## config.mk

```make
export PLATFORM = sky130hd
export DESIGN_NAME = position_move_controller
export DESIGN_NICKNAME = d
export VERILOG_FILES = /design/src/rtl/position_move_controller.sv
export SDC_FILE = /design/constraint.sdc
export NUM_CORES = 1
export LEC_CHECK = 0
export ABC_AREA = 1
export BUFFER_PORTS_ARGS = -buffer_cell sky130_fd_sc_hd__buf_2
export CAP_MARGIN = 20
export CORE_UTILIZATION = 60
export CTS_BUF_LIST = sky130_fd_sc_hd__clkbuf_16
export CTS_CLUSTER_DIAMETER = 80
export DETAILED_ROUTE_END_ITERATION = 12
export PLACE_DENSITY = 0.81
export SKIP_LAST_GASP = 1
export SYNTH_ARGS = -nofsm -noshare
export SYNTH_HDL_FRONTEND = slang
export SYNTH_SLANG_ARGS = --single-unit
```

## constraint.sdc

```tcl
create_clock -name i_clk -period 4.2 [get_ports i_clk]
set_clock_uncertainty 0.2 [all_clocks]
set_input_delay 0.42 -clock i_clk [delete_from_list [all_inputs] [get_ports i_clk]]
set_output_delay 0.42 -clock i_clk [all_outputs]
set_load 0.1 [all_outputs]
```

## src/rtl/position_move_controller.sv

```systemverilog
// Encoder-tracked position counter with a closed-loop move sequencer:
// drive toward a latched target, settle on it, and flag stalls as errors.
module position_move_controller #(
  parameter int POS_W          = 16,
  parameter int SETTLE_CYCLES  = 8,
  parameter int TIMEOUT_CYCLES = 1000
) (
  input  logic             i_clk,
  input  logic             i_rst_n,
  input  logic             i_step,
  input  logic             i_step_pol,
  input  logic             i_start,
  input  logic [POS_W-1:0] i_target,
  input  logic             i_abort,
  input  logic             i_zero,
  output logic [POS_W-1:0] o_position,
  output logic             o_motor_en,
  output logic             o_motor_dir,
  output logic             o_busy,
  output logic             o_done,
  output logic             o_error
);

  localparam int SETTLE_W = $clog2(SETTLE_CYCLES + 1);
  localparam int STALL_W  = $clog2(TIMEOUT_CYCLES + 1);
  localparam logic [SETTLE_W-1:0] SETTLE_LAST = SETTLE_W'(SETTLE_CYCLES - 1);
  localparam logic [STALL_W-1:0]  STALL_LAST  = STALL_W'(TIMEOUT_CYCLES - 1);

  typedef enum logic [1:0] {IDLE, MOVE, SETTLE, ERROR} state_t;

  state_t              state_reg;
  logic [POS_W-1:0]    target_reg;
  logic [SETTLE_W-1:0] settle_reg;
  logic [STALL_W-1:0]  stall_reg;
  logic [POS_W-1:0]    position_next;

  // Zero overrides a coincident step; arithmetic wraps naturally.
  always_comb begin
    position_next = o_position;
    if (i_zero)
      position_next = '0;
    else if (i_step)
      position_next = i_step_pol ? o_position + POS_W'(1) : o_position - POS_W'(1);
  end

  always_ff @(posedge i_clk or negedge i_rst_n) begin
    if (!i_rst_n) begin
      state_reg   <= IDLE;
      target_reg  <= '0;
      settle_reg  <= '0;
      stall_reg   <= '0;
      o_position  <= '0;
      o_motor_en  <= 1'b0;
      o_motor_dir <= 1'b0;
      o_busy      <= 1'b0;
      o_done      <= 1'b0;
      o_error     <= 1'b0;
    end else begin
      o_position <= position_next;
      o_done     <= 1'b0;
      case (state_reg)
        IDLE: begin
          if (i_start) begin
            target_reg <= i_target;
            if (i_target == o_position) begin
              o_done <= 1'b1;
            end else begin
              state_reg   <= MOVE;
              stall_reg   <= '0;
              o_motor_en  <= 1'b1;
              o_busy      <= 1'b1;
              o_motor_dir <= $signed(i_target) > $signed(position_next);
            end
          end
        end
        MOVE: begin
          if (i_abort) begin
            state_reg   <= IDLE;
            o_motor_en  <= 1'b0;
            o_motor_dir <= 1'b0;
            o_busy      <= 1'b0;
          end else if (o_position == target_reg) begin
            state_reg   <= SETTLE;
            settle_reg  <= '0;
            o_motor_en  <= 1'b0;
            o_motor_dir <= 1'b0;
          end else if (!i_step && stall_reg == STALL_LAST) begin
            state_reg   <= ERROR;
            o_motor_en  <= 1'b0;
            o_motor_dir <= 1'b0;
            o_busy      <= 1'b0;
            o_error     <= 1'b1;
          end else begin
            stall_reg   <= i_step ? '0 : stall_reg + STALL_W'(1);
            // Tracking the post-step position lets an overshoot reverse drive.
            o_motor_dir <= $signed(target_reg) > $signed(position_next);
          end
        end
        SETTLE: begin
          if (i_abort) begin
            state_reg <= IDLE;
            o_busy    <= 1'b0;
          end else if (o_position != target_reg) begin
            state_reg   <= MOVE;
            stall_reg   <= '0;
            settle_reg  <= '0;
            o_motor_en  <= 1'b1;
            o_motor_dir <= $signed(target_reg) > $signed(position_next);
          end else if (settle_reg == SETTLE_LAST) begin
            state_reg  <= IDLE;
            settle_reg <= '0;
            o_busy     <= 1'b0;
            o_done     <= 1'b1;
          end else begin
            settle_reg <= settle_reg + SETTLE_W'(1);
          end
        end
        ERROR: begin
          if (i_abort) begin
            state_reg <= IDLE;
            o_error   <= 1'b0;
          end
        end
        default: state_reg <= IDLE;
      endcase
    end
  end

endmodule

```

=== After elaboration in Yosys (flattened, before gate mapping) ===
Index checks and enable logic that the tools add are counted.
W data, S select, Z words.

* Flip-flop bits (word level): 53
* Bits in latches: 0
* Bits in writable memories: 0
* Memory bits (read-only): 0
* Bits of input ports: 23
* Output and inout bits: 21
* Logic and storage cells: 115
* Memories kept: 0

* $add $sub $neg: 4
* Multipliers: 0
* Div/mod/pow operators: 0
* Order comparisons: 2
* Eq/ne operators: 24
* Shifts and indexed selects: 0
* Muxes and demuxes: 61
* Bitwise operators: 0
* Reduce and logical (&&, ||, !) cells: 14

{| class="wikitable"
|+ Operator list
! operator !! count
|-
| $mux W10 || 8
|-
| $mux W16 || 3
|-
| $eq A16 B16 Y1 || 2
|-
| $gt A16 B16 Y1 || 2
|-
| $pmux W10 S3 || 1
|-
| $mux W1 || 28
|-
| $mux W4 || 5
|-
| $ne A2 B2 Y1 const B || 10
|-
| $mux W2 || 9
|-
| $add A16 B1 Y16 const B || 1
|-
| $ne A16 B16 Y1 || 1
|-
| $sub A16 B1 Y16 const B || 1
|-
| $reduce_and A5 Y1 || 3
|-
| $ne A3 B3 Y1 const B || 4
|-
| $add A10 B1 Y10 const B || 1
|-
| $eq A10 B10 Y1 const B || 1
|-
| $pmux W1 S3 || 3
|-
| $ne A4 B4 Y1 const B || 2
|-
| $pmux W2 S4 || 1
|-
| $pmux W4 S2 || 1
|-
| $reduce_and A8 Y1 || 1
|-
| $reduce_and A7 Y1 || 1
|-
| $reduce_and A6 Y1 || 1
|-
| $add A4 B1 Y4 const B || 1
|-
| other kinds (11) || 14
|}

=== Depth between registers and ports, before layout ===
* Word-level depth: 9
* Gate-level depth with buffers: 26
* Gate-level depth less buffers: 26

=== Worst setup path after synthesis ===
Ideal clock, no wire load.

* Kind: register -> register
* Start: register o_position[2]
* End: register o_motor_dir
* Library setup time: 120 ps
* Arrival time: 3318 ps
* Data required time: 3880 ps
* Path slack: 562 ps
* Cell stages (with the launch flop): 23
* Path buffers: 0
* Period minus slack after synthesis: 3638 ps
* Path through: dfrtp_1 > ha_1 > a21oi_1 > nand2_1 > nand2_1 > nand3_1 > nand3_1 > nand3b_1 > nand2_1 > nand2_1 > a21oi_1 > inv_1 > ha_1 > a21oi_1 > o21ai_0 > a21oi_1 > nand2_1 > nand2_1 > nand2_1 > nand3_1 > nand2_1 > nand2_1 > nand2_1

* Longest elaborated chain between the ends: 9

{| class="wikitable"
|+ RTL lines
! what !! RTL line !! RTL
|-
| from (decl) || 16 || <nowiki>output logic [POS_W-1:0] o_position,</nowiki>
|-
| from (signal assigned) || 59 || <nowiki>o_position <= position_next;</nowiki>
|-
| $sub A16 B1 Y16 / $add A16 B1 Y16 (equally long branches) || 43 || <nowiki>position_next = i_step_pol ? o_position + POS_W'(1) : o_position - POS_W'(1);</nowiki>
|-
| $mux W16 * || 43 ||
|-
| $mux W16 * || 42 || <nowiki>else if (i_step)</nowiki>
|-
| $mux W16 * || 40 || <nowiki>if (i_zero)</nowiki>
|-
| named net position_next[15] || 35 || <nowiki>logic [POS_W-1:0] position_next;</nowiki>
|-
| $gt A16 B16 Y1 || 96, 108 ||
|-
| $mux W1 || 87 || <nowiki>end else if (!i_step && stall_reg == STALL_LAST) begin</nowiki>
|-
| $mux W1 || 82 || <nowiki>end else if (o_position == target_reg) begin</nowiki>
|-
| $mux W1 || 77 || <nowiki>if (i_abort) begin</nowiki>
|-
| $pmux W1 S3 * || 61 || <nowiki>case (state_reg)</nowiki>
|-
| to (signal assigned) || 72 || <nowiki>o_motor_dir <= $signed(i_target) > $signed(position_next);</nowiki>
|-
| to (signal assigned) || 96 || <nowiki>o_motor_dir <= $signed(target_reg) > $signed(position_next);</nowiki>
|-
| to (signal assigned) || 108 || <nowiki>o_motor_dir <= $signed(target_reg) > $signed(position_next);</nowiki>
|-
| to (decl) || 18 || <nowiki>output logic o_motor_dir,</nowiki>
|}

The timed path passes the listed nets; every way through them passes the cells marked *. The select of a mux whose other input is x is not followed.
A chain may end at the register's enable or synchronous reset.

=== Worst setup path in the final report ===
* Start: register o_position[0]
* End: register o_motor_dir

* Longest elaborated chain between the ends: 9

{| class="wikitable"
|+ RTL lines
! what !! RTL line
|-
| $sub A16 B1 Y16 / $add A16 B1 Y16 (equally long branches) || 43
|-
| $mux W16 || 43
|-
| $mux W16 || 42
|-
| $mux W16 || 40
|-
| $gt A16 B16 Y1 || 96, 108
|-
| $mux W1 || 87
|-
| $mux W1 || 82
|-
| $mux W1 || 77
|-
| $pmux W1 S3 || 61
|}

Several ways; a longest one is shown, not always the timed one. The select of a mux whose other input is x is not followed.

==> metrics.txt <==
register-to-register setup slack 0.45 ns; hold buffers post-CTS 0; DRC Markers 0; RSZ-0062 raised after global routing false; deepest clock path buffer count 2; area delta synth->final 9.35%; final setup violating endpoints 0; Yosys cell types 36; worst setup path end o_motor_dir$_DFFE_PN0P_; clock slew at reported path FFs 0.07 ns; Root Buffer clkbuf_16; Fillers 653; synthesized net count 737; HPWL Detailed 9.12 mm; HP Class input pin to asynchronous set/reset pin; Final Instance Area 5110 um^2; Nets 779; register area share after synthesis 28.4%; TNS Setup 0 ns; placed instance area 4970 um^2; number of synthesized register bits 53; GPL Wtd Cong 0.905; WL final 11.7 mm; cell count after synthesis 661; layout cells sized above 1 11.5%; run status finished, final reports clean; final worst path period need 3.75 ns; worst-path fanout max 5; Power Density 518 nW/um^2; Setup Fix Bufs, Post-CTS 0; number of diodes 0; vias per cell 5.53; DRT antenna net count 0; Worst-Margin Slew 0.932 ns; Avg Inst Size Synth 7.06 um^2; fmax 267 MHz; initial antenna violation count 0; share of flip-flops with an asynchronous set or reset 100%; startpoint type of the worst setup path register; cts repair resizes 0; CP startpoint o_position[0]$_DFF_PN0_; leakage power 2.81 nW; max_cap viols 0; leading area contributor after synthesis dfrtp_1; post-synth top area share 28.4%; row count 31; vias in the first global route 4,443; area of the mapped netlist 4670 um^2; setup ws final 0.448 ns; Avg WL per Cell 14.6 um; Clock Latency Late Sink 0.29 ns; port bufs 43; Worst R2R End o_motor_dir$_DFFE_PN0P_; Fin. Hold Viols 0; CP Class register to register; Starting DRT DRC Count 310; CP Capture Type register; gr ovfl total 0; Core ar. 7370 um^2; # IOs 44; Final period util 89.3%; Yosys warnings 0; reg2reg start o_position[0]$_DFF_PN0_; GR Util All Layers 31.1%; Rel. slew slack 37.7%; TritonCTS buffer count 5; H-tree depth 2; Max IR drop VDD 0.416 mV; die area 8140 um^2; starting density of the core 63.4%; cells on worst reg2reg path 19; worst path required time 4.19 ns; TritonCTS clock tree done; Die H 90.2 um; pre-CTS setup slack 0.338 ns; first-pass GRT wire length 20.7 mm; largest net degree at the start of global routing 35; top cells by area, synth dfrtp_1, ha_1, nand2_1, inv_1, xor2_1; Die Wd 90.2 um; final slew viol count 0; crit path DAT 3.74 ns; Vias 4,442; ys flop type dfrtp_1; clock tree sinks 53; TritonRoute pass-1 iters 5; EDFF count, synth 0
-- report_power, final --
group / internal [mW] / switching, mW / total (mW)
Combinational: 0.455 / 0.997 / 1.45
Clock: 0.217 / 0.185 / 0.402
Sequential: 0.643 / 0.146 / 0.789
Total: 1.32 / 1.33 / 2.64
-- critical path: stages (launching register included) --
cell and delay (ns):
dfrtp_1 0.49, inv_1 0.15, fa_1 0.48, o21ai_0 0.50, nand4_1 0.15, nand3_1 0.14, a21oi_1 0.07, o21ai_0 0.18
nand2_1 0.16, ha_1 0.22, a21oi_1 0.18, o21ai_0 0.11, a21oi_1 0.20, nand2_1 0.08, nand2_1 0.06, nand2_1 0.06
nand3_1 0.06, nand2_1 0.05, nand2_1 0.05, nand2_1 0.05
-- per-layer routing --
layer / GRT usage, % / part of all wire (%) / up-vias / wire [um]
met3: 3.30 / 4.7 / 24 / 553
met1: 42.4 / 47 / 2035 / 5470
met2: 52.0 / 46 / 150 / 5420
li1: - / - / 2233 / -
met4: 9.41 / 2.2 / 0 / 257
met5: 0 / 0 / - / 0
-- placed cells by master (no fill, tap or decap), types with 2 or more instances in the layout --
master and n:
a21o_1 4, nand3_1 36, xnor2_1 5, a21oi_1 49, o211ai_1 2, o21ai_2 7, inv_2 3, nor2_1 68
o21ai_0 29, nand2_2 5, inv_1 86, o21bai_1 4, nand4_1 12, a31oi_1 2, mux2_2 7, ha_1 52
dfrtp_1 53, nand2_1 172, nor2_2 6, nor3_1 8, nand3b_1 2, buf_2 43, o21ai_1 2, clkbuf_16 5
xor2_1 30
-- stage by stage --
stage | instances | hold slack [ns] | power, mW | util [%]
4_1_cts | 803 | 0.0565 | 2.64 | 69.3
3_5_place_dp | 795 | 0.265 | 2.23 | 67.4
5_1_grt | 803 | 0.108 | 2.86 | 69.3
6_report | 803 | 0.0440 | 2.64 | 69.3
2_1_floorplan | 661 | -0.0756 | 1.93 | -
3_3_place_gp | 795 | 0.253 | 2.18 | 67.4
-- final cells by class --
| cell class | count | area (um^2) | share of cell area, % |
|---|---|---|---|
| clock buffers | 5 | 125 | 2.45 |
| clock inverters | 3 | 15.0 | 0.294 |
| inverters | 87 | 327 | 6.40 |
| multi-input cells | 512 | 2970 | 58.1 |
| flip-flops and latches | 53 | 1330 | 26.0 |
| well taps | 99 | 124 | 2.43 |
| repair buffers | 44 | 223 | 4.36 |
-- worst min-delay path by stage --
stage                           start                 endpoint  slack (ns)  cells past startpoint
6_report                      i_rst_n  o_position[6]$_DFF_PN0_        0.04                      1
2_1_floorplan                 i_rst_n       o_busy$_DFFE_PN0P_       -0.08                      0
5_1_grt                       i_rst_n  o_position[6]$_DFF_PN0_        0.11                      1
4_1_cts                       i_rst_n  o_position[7]$_DFF_PN0_        0.06                      1
3_5_place_dp   o_motor_en$_DFFE_PN0P_   o_motor_en$_DFFE_PN0P_        0.26                      2
3_3_place_gp   o_motor_en$_DFFE_PN0P_   o_motor_en$_DFFE_PN0P_        0.25                      2
-- Yosys cell counts, types with 2 or more instances --
| master | count |
|---|---|
| a21o_1 | 4 |
| a21oi_1 | 49 |
| a31oi_1 | 2 |
| buf_1 | 2 |
| clkbuf_1 | 6 |
| dfrtp_1 | 53 |
| ha_1 | 52 |
| inv_1 | 84 |
| inv_2 | 3 |
| mux2_2 | 7 |
| nand2_1 | 172 |
| nand2_2 | 5 |
| nand3_1 | 36 |
| nand3b_1 | 2 |
| nand4_1 | 12 |
| nor2_1 | 68 |
| nor2_2 | 6 |
| nor3_1 | 8 |
| o211ai_1 | 2 |
| o21ai_0 | 29 |
| o21ai_1 | 2 |
| o21ai_2 | 7 |
| o21bai_1 | 4 |
| xnor2_1 | 5 |
| xor2_1 | 30 |
-- cell families after synthesis --
logic type	Yosys count	share of synthesized area [%]
adders and majority gates	53	14.4
muxes	7	1.69
and+or+nand+nor	313	28.2
AOI/OAI and AO/OA	104	12.8
DFF	53	28.4
xor gates and xnor gates	35	6.56
buffers and inverters	96	8.07
Note: power is estimated with default switching activity, not from simulation.
